### src/rtl/elevator_ctrl.sv
// Single-car SCAN elevator controller: latches hall/car requests into lamp
// registers and steps the car between floors on a slow tick enable.
module elevator_ctrl #(
    parameter int FLOORS     = 8,
    parameter int FLOOR_W    = 3,
    parameter int CNT_W      = 3,
    parameter int MOVE_TICKS = 2,
    parameter int DOOR_TICKS = 3
) (
    input  logic               clk,
    input  logic               rst,
    input  logic               tick,
    input  logic [FLOORS-1:0]  upcall,
    input  logic [FLOORS-1:0]  downcall,
    input  logic [FLOORS-1:0]  car_btn,
    input  logic               door_open,
    input  logic               door_close,
    output logic [FLOOR_W-1:0] floor,
    output logic [CNT_W-1:0]   countdown,
    output logic [1:0]         state,
    output logic               dir_up,
    output logic [FLOORS-1:0]  up_lamp,
    output logic [FLOORS-1:0]  down_lamp,
    output logic [FLOORS-1:0]  car_lamp
);

    typedef enum logic [1:0] {
        S_IDLE = 2'd0,
        S_UP   = 2'd1,
        S_DOWN = 2'd2,
        S_DOOR = 2'd3
    } state_e;

    localparam logic [CNT_W-1:0]   MOVE_LD  = CNT_W'(MOVE_TICKS);
    localparam logic [CNT_W-1:0]   DOOR_LD  = CNT_W'(DOOR_TICKS);
    localparam logic [CNT_W-1:0]   CNT_ONE  = CNT_W'(1);
    localparam logic [FLOOR_W-1:0] TOP_FLR  = FLOOR_W'(FLOORS - 1);
    localparam logic [FLOOR_W-1:0] FLR_ONE  = FLOOR_W'(1);
    // No up call from the top floor, no down call from the bottom floor.
    localparam logic [FLOORS-1:0]  UP_MASK  = {1'b0, {(FLOORS-1){1'b1}}};
    localparam logic [FLOORS-1:0]  DN_MASK  = {{(FLOORS-1){1'b1}}, 1'b0};

    function automatic logic [FLOORS-1:0] onehot(input logic [FLOOR_W-1:0] f);
        return {{(FLOORS-1){1'b0}}, 1'b1} << f;
    endfunction

    function automatic logic [FLOORS-1:0] gt_mask(input logic [FLOOR_W-1:0] f);
        return {FLOORS{1'b1}} << (32'(f) + 32'd1);
    endfunction

    function automatic logic [FLOORS-1:0] lt_mask(input logic [FLOOR_W-1:0] f);
        return ~({FLOORS{1'b1}} << 32'(f));
    endfunction

    state_e             state_q, state_d;
    logic [FLOOR_W-1:0] floor_q, floor_d;
    logic [CNT_W-1:0]   cnt_q, cnt_d;
    logic               dir_q, dir_d;
    logic [FLOORS-1:0]  up_q, up_d, dn_q, dn_d, car_q, car_d;

    logic [FLOORS-1:0]  clr_up, clr_dn, clr_car;
    logic [FLOORS-1:0]  set_up, set_dn, set_car, req_in;
    logic [FLOORS-1:0]  any_q, cur_oh, nf_oh, set_block;
    logic               above_cur, below_cur, here_cur, here_req;
    logic [FLOOR_W-1:0] nf;
    logic               ahead_nf, stop_dir, stop_opp, at_end;
    state_e             ex_state;
    logic               ex_dir;
    logic [CNT_W-1:0]   ex_cnt;

    // Request bookkeeping and the decisions shared by several states
    always_comb begin
        any_q     = up_q | dn_q | car_q;
        cur_oh    = onehot(floor_q);
        above_cur = |(any_q & gt_mask(floor_q));
        below_cur = |(any_q & lt_mask(floor_q));
        here_cur  = |(any_q & cur_oh);

        req_in    = (upcall & UP_MASK) | (downcall & DN_MASK) | car_btn;
        here_req  = (state_q == S_DOOR) && (|(req_in & cur_oh));
        set_block = (state_q == S_DOOR) ? cur_oh : '0;
        set_up    = upcall & UP_MASK & ~set_block;
        set_dn    = downcall & DN_MASK & ~set_block;
        set_car   = car_btn & ~set_block;

        nf    = (state_q == S_DOWN) ? (floor_q - FLR_ONE) : (floor_q + FLR_ONE);
        nf_oh = onehot(nf);
        if (state_q == S_DOWN) begin
            ahead_nf = |(any_q & lt_mask(nf));
            stop_dir = |((car_q | dn_q) & nf_oh);
            stop_opp = (|(up_q & nf_oh)) && !ahead_nf;
            at_end   = (nf == '0);
        end else begin
            ahead_nf = |(any_q & gt_mask(nf));
            stop_dir = |((car_q | up_q) & nf_oh);
            stop_opp = (|(dn_q & nf_oh)) && !ahead_nf;
            at_end   = (nf == TOP_FLR);
        end

        // Leaving the door: keep going, else turn around, else park.
        ex_state = S_IDLE;
        ex_dir   = dir_q;
        ex_cnt   = '0;
        if (dir_q ? above_cur : below_cur) begin
            ex_state = dir_q ? S_UP : S_DOWN;
            ex_cnt   = MOVE_LD;
        end else if (dir_q ? below_cur : above_cur) begin
            ex_state = dir_q ? S_DOWN : S_UP;
            ex_dir   = !dir_q;
            ex_cnt   = MOVE_LD;
        end
    end

    // State register
    always_ff @(posedge clk) begin
        if (rst) begin
            state_q <= S_IDLE;
            floor_q <= '0;
            cnt_q   <= '0;
            dir_q   <= 1'b1;
            up_q    <= '0;
            dn_q    <= '0;
            car_q   <= '0;
        end else begin
            state_q <= state_d;
            floor_q <= floor_d;
            cnt_q   <= cnt_d;
            dir_q   <= dir_d;
            up_q    <= up_d;
            dn_q    <= dn_d;
            car_q   <= car_d;
        end
    end

    // Next-state logic
    always_comb begin
        state_d = state_q;
        floor_d = floor_q;
        cnt_d   = cnt_q;
        dir_d   = dir_q;
        clr_up  = '0;
        clr_dn  = '0;
        clr_car = '0;

        case (state_q)
            S_IDLE: begin
                if (here_cur || door_open) begin
                    state_d = S_DOOR;
                    cnt_d   = DOOR_LD;
                    clr_up  = cur_oh;
                    clr_dn  = cur_oh;
                    clr_car = cur_oh;
                end else if (above_cur && below_cur) begin
                    state_d = dir_q ? S_UP : S_DOWN;
                    cnt_d   = MOVE_LD;
                end else if (above_cur) begin
                    state_d = S_UP;
                    cnt_d   = MOVE_LD;
                    dir_d   = 1'b1;
                end else if (below_cur) begin
                    state_d = S_DOWN;
                    cnt_d   = MOVE_LD;
                    dir_d   = 1'b0;
                end
            end

            S_UP, S_DOWN: begin
                if (tick) begin
                    if (cnt_q > CNT_ONE) begin
                        cnt_d = cnt_q - CNT_ONE;
                    end else begin
                        floor_d = nf;
                        if (stop_dir || stop_opp || at_end) begin
                            state_d = S_DOOR;
                            cnt_d   = DOOR_LD;
                            clr_car = nf_oh;
                            if (state_q == S_UP) clr_up = nf_oh;
                            else                 clr_dn = nf_oh;
                            // Stopping only for the opposite hall call turns the car round.
                            if (!stop_dir && stop_opp) begin
                                if (state_q == S_UP) clr_dn = nf_oh;
                                else                 clr_up = nf_oh;
                                dir_d = !dir_q;
                            end
                        end else begin
                            cnt_d = MOVE_LD;
                        end
                    end
                end
            end

            default: begin
                if (door_open || here_req) begin
                    cnt_d = DOOR_LD;
                end else if (door_close || (tick && cnt_q <= CNT_ONE)) begin
                    state_d = ex_state;
                    dir_d   = ex_dir;
                    cnt_d   = ex_cnt;
                end else if (tick) begin
                    cnt_d = cnt_q - CNT_ONE;
                end
            end
        endcase

        up_d  = (up_q  & ~clr_up)  | set_up;
        dn_d  = (dn_q  & ~clr_dn)  | set_dn;
        car_d = (car_q & ~clr_car) | set_car;
    end

    // Outputs straight from registers
    always_comb begin
        floor     = floor_q;
        countdown = cnt_q;
        state     = state_q;
        dir_up    = dir_q;
        up_lamp   = up_q;
        down_lamp = dn_q;
        car_lamp  = car_q;
    end

endmodule

### config.mk
export PLATFORM = sky130hd
export DESIGN_NAME = elevator_ctrl
export DESIGN_NICKNAME = d
export VERILOG_FILES = /design/src/rtl/elevator_ctrl.sv
export SDC_FILE = /design/constraint.sdc
export NUM_CORES = 1
export LEC_CHECK = 0
export CAP_MARGIN = 20
export CORE_MARGIN = 2
export CORE_UTILIZATION = 57
export DETAILED_ROUTE_END_ITERATION = 10
export HOLD_SLACK_MARGIN = 0.02
export PLACE_DENSITY = 0.95
export SETUP_SLACK_MARGIN = 0.4
export SLEW_MARGIN = 30
export SYNTH_ARGS = -nofsm -noshare
export SYNTH_HDL_FRONTEND = slang
export SYNTH_SLANG_ARGS = --single-unit
### constraint.sdc
create_clock -name clk -period 9.1 [get_ports clk]
set_input_delay 0.91 -clock clk [delete_from_list [all_inputs] [get_ports clk]]
set_output_delay 0.91 -clock clk [all_outputs]
set_load 0.005 [all_outputs]
==> flow_summary.json, run 1 <==
{
  "outcome": "complete, no violations",
  "critPathCaptureType": "register",
  "cts_resized": 0,
  "p_comb_share_pct": 69.1,
  "min_period_ns": 5.20,
  "postSynthAreaPerCell_um2": 7.86,
  "cp.arrival_ns": 5.44,
  "die_area_mm2": 0.00617,
  "finalSetupTns_ns": 0,
  "antenna_found_initial": 0,
  "path_cells": "inv_1 > ha_1 > fa_1 > xnor3_2 > inv_4 > ha_1 > a22oi_1 > or3b_2 > a221oi_2 > o221ai_1 > a311oi_4 > o21ai_0 > a21bo_2 > a22o_1",
  "cts.sinks": 33,
  "wl_per_cell_um": 20.6,
  "slowest_delay_ns": 0.84,
  "die_h_um": 78.6,
  "timing.hold.ws_ns": 0.507,
  "finalMaxSlewViolations": 0,
  "detail-route-antenna-nets": 0,
  "worstSetupPathType": "register to register",
  "diodes": 0,
  "synthesis.area_mm2": 0.00317,
  "fmax_mhz": 192,
  "overflow": 0,
  "p_int_mw": 0.527,
  "cts_buffer_depth": 2,
  "pwr-share-seq_pct": 20.5,
  "synth_top_area_share_pct": 20.9,
  "cts_tree": "yes",
  "port_buffers": 59,
  "grt_pass1_vias": 3440,
  "ctsRootBufferMaster": "clkbuf_8",
  "rsz0062_at_grt": "false",
  "routed_wl_mm": 10.8,
  "dp_hpwl_mm": 7.81,
  "clk_pin_slew_worst_paths_ns": 0.08,
  "yosysSeqAreaShare_pct": 20.9,
  "placed_cells": 517,
  "clock-skew-final_ns": 0.00804,
  "synth_area_leader_cell": "dfxtp_1",
  "slew_headroom_pct": 40.6,
  "synth_flop_cell": "dfxtp_1",
  "most-common-layout-cells": "clkdlybuf4s50_1, nand2_1, dfxtp_1",
  "fin_cells": 525,
  "slowest_stage": "a311oi_4",
  "worst_pin_slew_ns": 0.891,
  "switchingPower_mw": 0.586,
  "drc": 0,
  "setup_violations": 0,
  "max_cap_violations": 0,
  "cts_max_level": 2,
  "fp.coreArea_mm2": 0.00544,
  "ys_seq_elements": 33,
  "start_kind": "register",
  "irDropWorstVdd_uv": 160,
  "cts_buffers": 5,
  "die_x_um": 78.6,
  "hp-class": "register to register",
  "cp.required_ns": 9.34,
  "synthCells": 403,
  "synth_edf_count": 0,
  "clock_power_share_pct": 10.3,
  "area_growth_pct": 22.1,
  "layout_commonest_cell": "clkdlybuf4s50_1",
  "std_cell_rows": 27,
  "period_share_pct": 57.1,
  "p_leak_nw": 1.44,
  "hold_viol": 0,
  "p_per_area_mw_per_mm2": 288,
  "synthArstFlopShare_pct": 0,
  "drt-pass1-iter-count": 7,
  "grt.total_usage_pct": 35.0,
  "io_pins": 62,
  "switching_share_pct": 52.6,
  "drive_gt1_share_pct": 9.27,
  "ctsHoldBuffers": 0,
  "path_common_cell": "ha_1",
  "synth_area_leaders": "dfxtp_1, ha_1, o21ai_0, nand2_1, a21oi_1",
  "grt_pass1_wl_mm": 17.1,
  "nNetsFinal": 507,
  "p_total_mw": 1.11,
  "drt_iter0_drc": 518,
  "start_util_pct": 58.2,
  "clock_latency_ns": 0.30,
  "grt_max_degree": 30,
  "synth_fp_nets": 458,
  "vias": 3720,
  "viasPerCell": 7.09,
  "postCtsSetupBuffers": 0,
  "place.gp.congestion": 0.997,
  "crit_fanout": 14,
  "yosysWarnings": 0,
  "synth.distinct_cells": 77
}
==> flip-flops by register name (all words and copies together) (netlist names) <==
name and flops:
car_lamp 8, down_lamp 8, up_lamp 8, countdown 3, floor 3, state 2
dir_up 1
==> critical path, delay by kind of cell, from the launching register on <==
| family | cells | cell delay, ns |
|---|---|---|
| buf+inv | 2 | 0.25 |
| flops | 1 | 0.43 |
| simple gates | 1 | 0.49 |
| fa+ha+maj | 3 | 1.20 |
| xor+xnor | 1 | 0.52 |
| compound gates | 7 | 2.24 |
==> synth_stat cells, types with 4 or more instances <==
master and n:
a41oi_1 5, and3_1 4, ha_1 25, and2_1 6, a31oi_1 8, o21ai_0 29
a211oi_1 12, nand2_1 38, dfxtp_1 33, nor2_1 27, nor3_1 12, nand4_1 4
o31ai_1 11, a21oi_1 22, a22o_1 7, inv_1 20, clkbuf_1 13, a22oi_1 6
nand3_1 19, o221ai_1 6, nor2b_1 5
==> cell type report <==
type	instances	area, µm²
repair buffers	62	613
inverters	22	85.1
fillers	443	1570
well taps	72	90.1
clock inverters	3	17.5
clock buffers	5	68.8
multi-input cells	328	2330
flip-flops and latches	33	661
==> logic make-up (layout without fill, tap and decap cells) <==
group           after synthesis  after routing  synth area share (%)
xor+xnor                      5              5                  1.86
flops                        33             33                  20.9
compound gates              153            153                  37.1
simple gates                141            141                  22.9
mux                           3              3                 0.948
buf+inv                      42             92                  5.85
fa+ha+maj                    26             26                  10.5
==> stage by stage <==
step | instance area, µm² | worst slack, ns | util [%]
2_1_floorplan | 3170 | 5.07 | -
3_5_place_dp | 3780 | 4.10 | 69.5
6_report | 3870 | 3.90 | 71.1
4_1_cts | 3870 | 4.03 | 71.1
3_3_place_gp | 3770 | 3.91 | 69.3
5_1_grt | 3870 | 3.73 | 71.1
==> power by group through the flow <==
stage | Combinational, mW | Sequential [mW] | Clock [mW]
global placement | 0.708 | 0.226 | 0
CTS | 0.749 | 0.225 | 0.115
detailed placement | 0.741 | 0.228 | 0
global route | 0.823 | 0.232 | 0.121
finish | 0.770 | 0.228 | 0.115
floorplan | 0.541 | 0.216 | 0
==> routing by layer <==
layer	vias up	routed length, µm	track usage, %
met1	1745	4280	43.4
met4	0	363	14.4
met5	-	0	0
met3	52	1020	6.44
met2	276	5130	59.2
li1	1647	-	-
==> final timing paths <==
path	start	endpoint	slack [ns]	cells after the start
worst max register to register	state[0]	down_lamp[4]	3.90	14
worst min register to register	up_lamp[7]	up_lamp[7]	0.51	2
worst max-delay path	state[0]	down_lamp[4]	3.90	14
worst min-delay path	up_lamp[7]	up_lamp[7]	0.51	2
Note: power is estimated with default switching activity, not from simulation.
==> run 2, diff against run 1 <==
Settings changed: CORE_UTILIZATION 57 to 48, PLACE_DENSITY 0.95 to 0.86.
Clock period 9.1 ns to 4.28 ns, I/O delays scaled along.
==> flow_summary.json, run 2 (synthesis results as in run 1) <==
{
  "outcome": "complete, no violations",
  "die_h_um": 85.2,
  "critPathCaptureType": "register",
  "start_util_pct": 49.9,
  "cp.arrival_ns": 3.97,
  "final_area_mm2": 0.00405,
  "area_growth_pct": 27.8,
  "ctsRootBufferMaster": "clkbuf_8",
  "start_kind": "register",
  "fp.coreArea_mm2": 0.00635,
  "drt-pass1-iter-count": 5,
  "placed_cells": 528,
  "drive_gt1_share_pct": 14.1,
  "max_cap_violations": 0,
  "detail-route-antenna-nets": 0,
  "viasPerCell": 6.61,
  "dp_hpwl_mm": 8.09,
  "path_buf_inv": 4,
  "hold_viol": 0,
  "most-common-layout-cells": "clkdlybuf4s50_1, nand2_1, dfxtp_1",
  "overflow": 0,
  "cts_buffer_depth": 2,
  "ctsHoldBuffers": 0,
  "min_period_ns": 3.73,
  "clk_pin_slew_worst_paths_ns": 0.07,
  "diodes": 0,
  "rsz0062_at_grt": "false",
  "irDropWorstVdd_uv": 351,
  "routed_wl_mm": 11.0,
  "die_area_mm2": 0.00727,
  "worst_pin_slew_ns": 0.883,
  "place.gp.congestion": 0.980,
  "antenna_found_initial": 0,
  "slew_headroom_pct": 40.6,
  "grt_pass1_wl_mm": 17.5,
  "port_buffers": 59,
  "io_pins": 62,
  "finalSetupTns_ns": 0,
  "p_total_mw": 2.60,
  "place_ws_ns": 0.264,
  "p_leak_nw": 1.52,
  "period_share_pct": 87.1,
  "clock_latency_ns": 0.30,
  "wl_per_cell_um": 20.2,
  "cts_tree": "yes",
  "fin_cells": 544,
  "slowest_stage": "or3b_2",
  "std_cell_rows": 29,
  "placed_area_mm2": 0.00382,
  "worstSetupPathType": "register to register",
  "cts_max_level": 2,
  "clock-skew-final_ns": 0.0102,
  "grt_pass1_vias": 3401,
  "path_cells": "inv_1 > ha_2 > fa_2 > xnor3_2 > inv_4 > ha_2 > a22o_1 > or3b_2 > a221oi_2 > o221ai_2 > a311oi_2 > buf_4 > buf_4 > o21ai_0 > a21bo_2 > a22o_1",
  "hp-class": "register to register",
  "die_x_um": 85.2,
  "fmax_mhz": 268,
  "grt.total_usage_pct": 30.1,
  "slowest_delay_ns": 0.49,
  "p_per_area_mw_per_mm2": 642,
  "layout_commonest_cell": "clkdlybuf4s50_1",
  "nNetsFinal": 521,
  "vias": 3594,
  "drt_iter0_drc": 419,
  "finalMaxSlewViolations": 0,
  "cts.sinks": 33,
  "crit_fanout": 4,
  "grt_max_degree": 28,
  "cts_buffers": 5,
  "drc": 0,
  "fin_ws_ns": 0.551,
  "cp.required_ns": 4.52,
  "setup_violations": 0,
  "fill_cells": 571,
  "cp_top_family": "compound AO/OA/AOI/OAI gates"
}
[run 2: area by class of cell]
type	count	area, µm²	area share [%]
tap	77	96.3	2.38
clock buffer	7	86.3	2.13
inverter	22	85.1	2.10
clock inverter	1	30.0	0.741
sequential	33	662	16.3
timing repair buffer	76	726	17.9
multi-input combinational	328	2360	58.4
[run 2: worst register-to-register path, delay by kind of cell (launching register included)]
kind | cells | cell delay, ns
compound gates | 7 | 1.31
xor+xnor | 1 | 0.31
fa+ha+maj | 3 | 0.79
buf+inv | 4 | 0.41
flops | 1 | 0.34
simple gates | 1 | 0.49
[run 2: through the flow]
stage	hold WS, ns	utilization (%)
2_1_floorplan	0.466	-
3_3_place_gp	0.489	60.2
3_5_place_dp	0.500	60.2
4_1_cts	0.511	62.7
5_1_grt	0.555	63.8
6_report	0.514	63.8
[run 2: per-layer routing]
metal | GRT usage [%] | vias to the layer above | wire length [µm]
li1 | - | 1665 | -
met1 | 41.0 | 1673 | 4620
met2 | 48.2 | 224 | 5040
met3 | 4.77 | 32 | 1020
met4 | 10.8 | 0 | 316
met5 | 0 | - | 0
[run 2: path summary, 6_finish.rpt]
kind	startpoint	to	slack [ns]	cells past startpoint
hold / removal	up_lamp[7]	up_lamp[7]	0.51	2
hold reg to reg	up_lamp[7]	up_lamp[7]	0.51	2
setup reg to reg	state[0]	up_lamp[4]	0.55	16
setup / recovery	state[0]	up_lamp[4]	0.55	16
[run 2: repair_timing]
item | in CTS | in global routing
setup endpoints to repair | 18 | 27
pin swaps | 1 | 2
buffers inserted | 4 | 3
gates cloned | 1 | 0
gates resized for setup | 0 | 10
[run 2: power breakdown]
part / switching (mW) / total (mW) / internal [mW] / leakage [nW]
logic: 1.04 / 1.82 / 0.775 / 1.18
registers: 0.0958 / 0.465 / 0.370 / 0.275
clock network: 0.126 / 0.316 / 0.190 / 0.0585
==> run 3, diff against run 2 <==
Settings changed: SLEW_MARGIN 30 to 20.
==> results of run 3 <==
No change in the layout: final DEF, timing and power equal those of run 2.
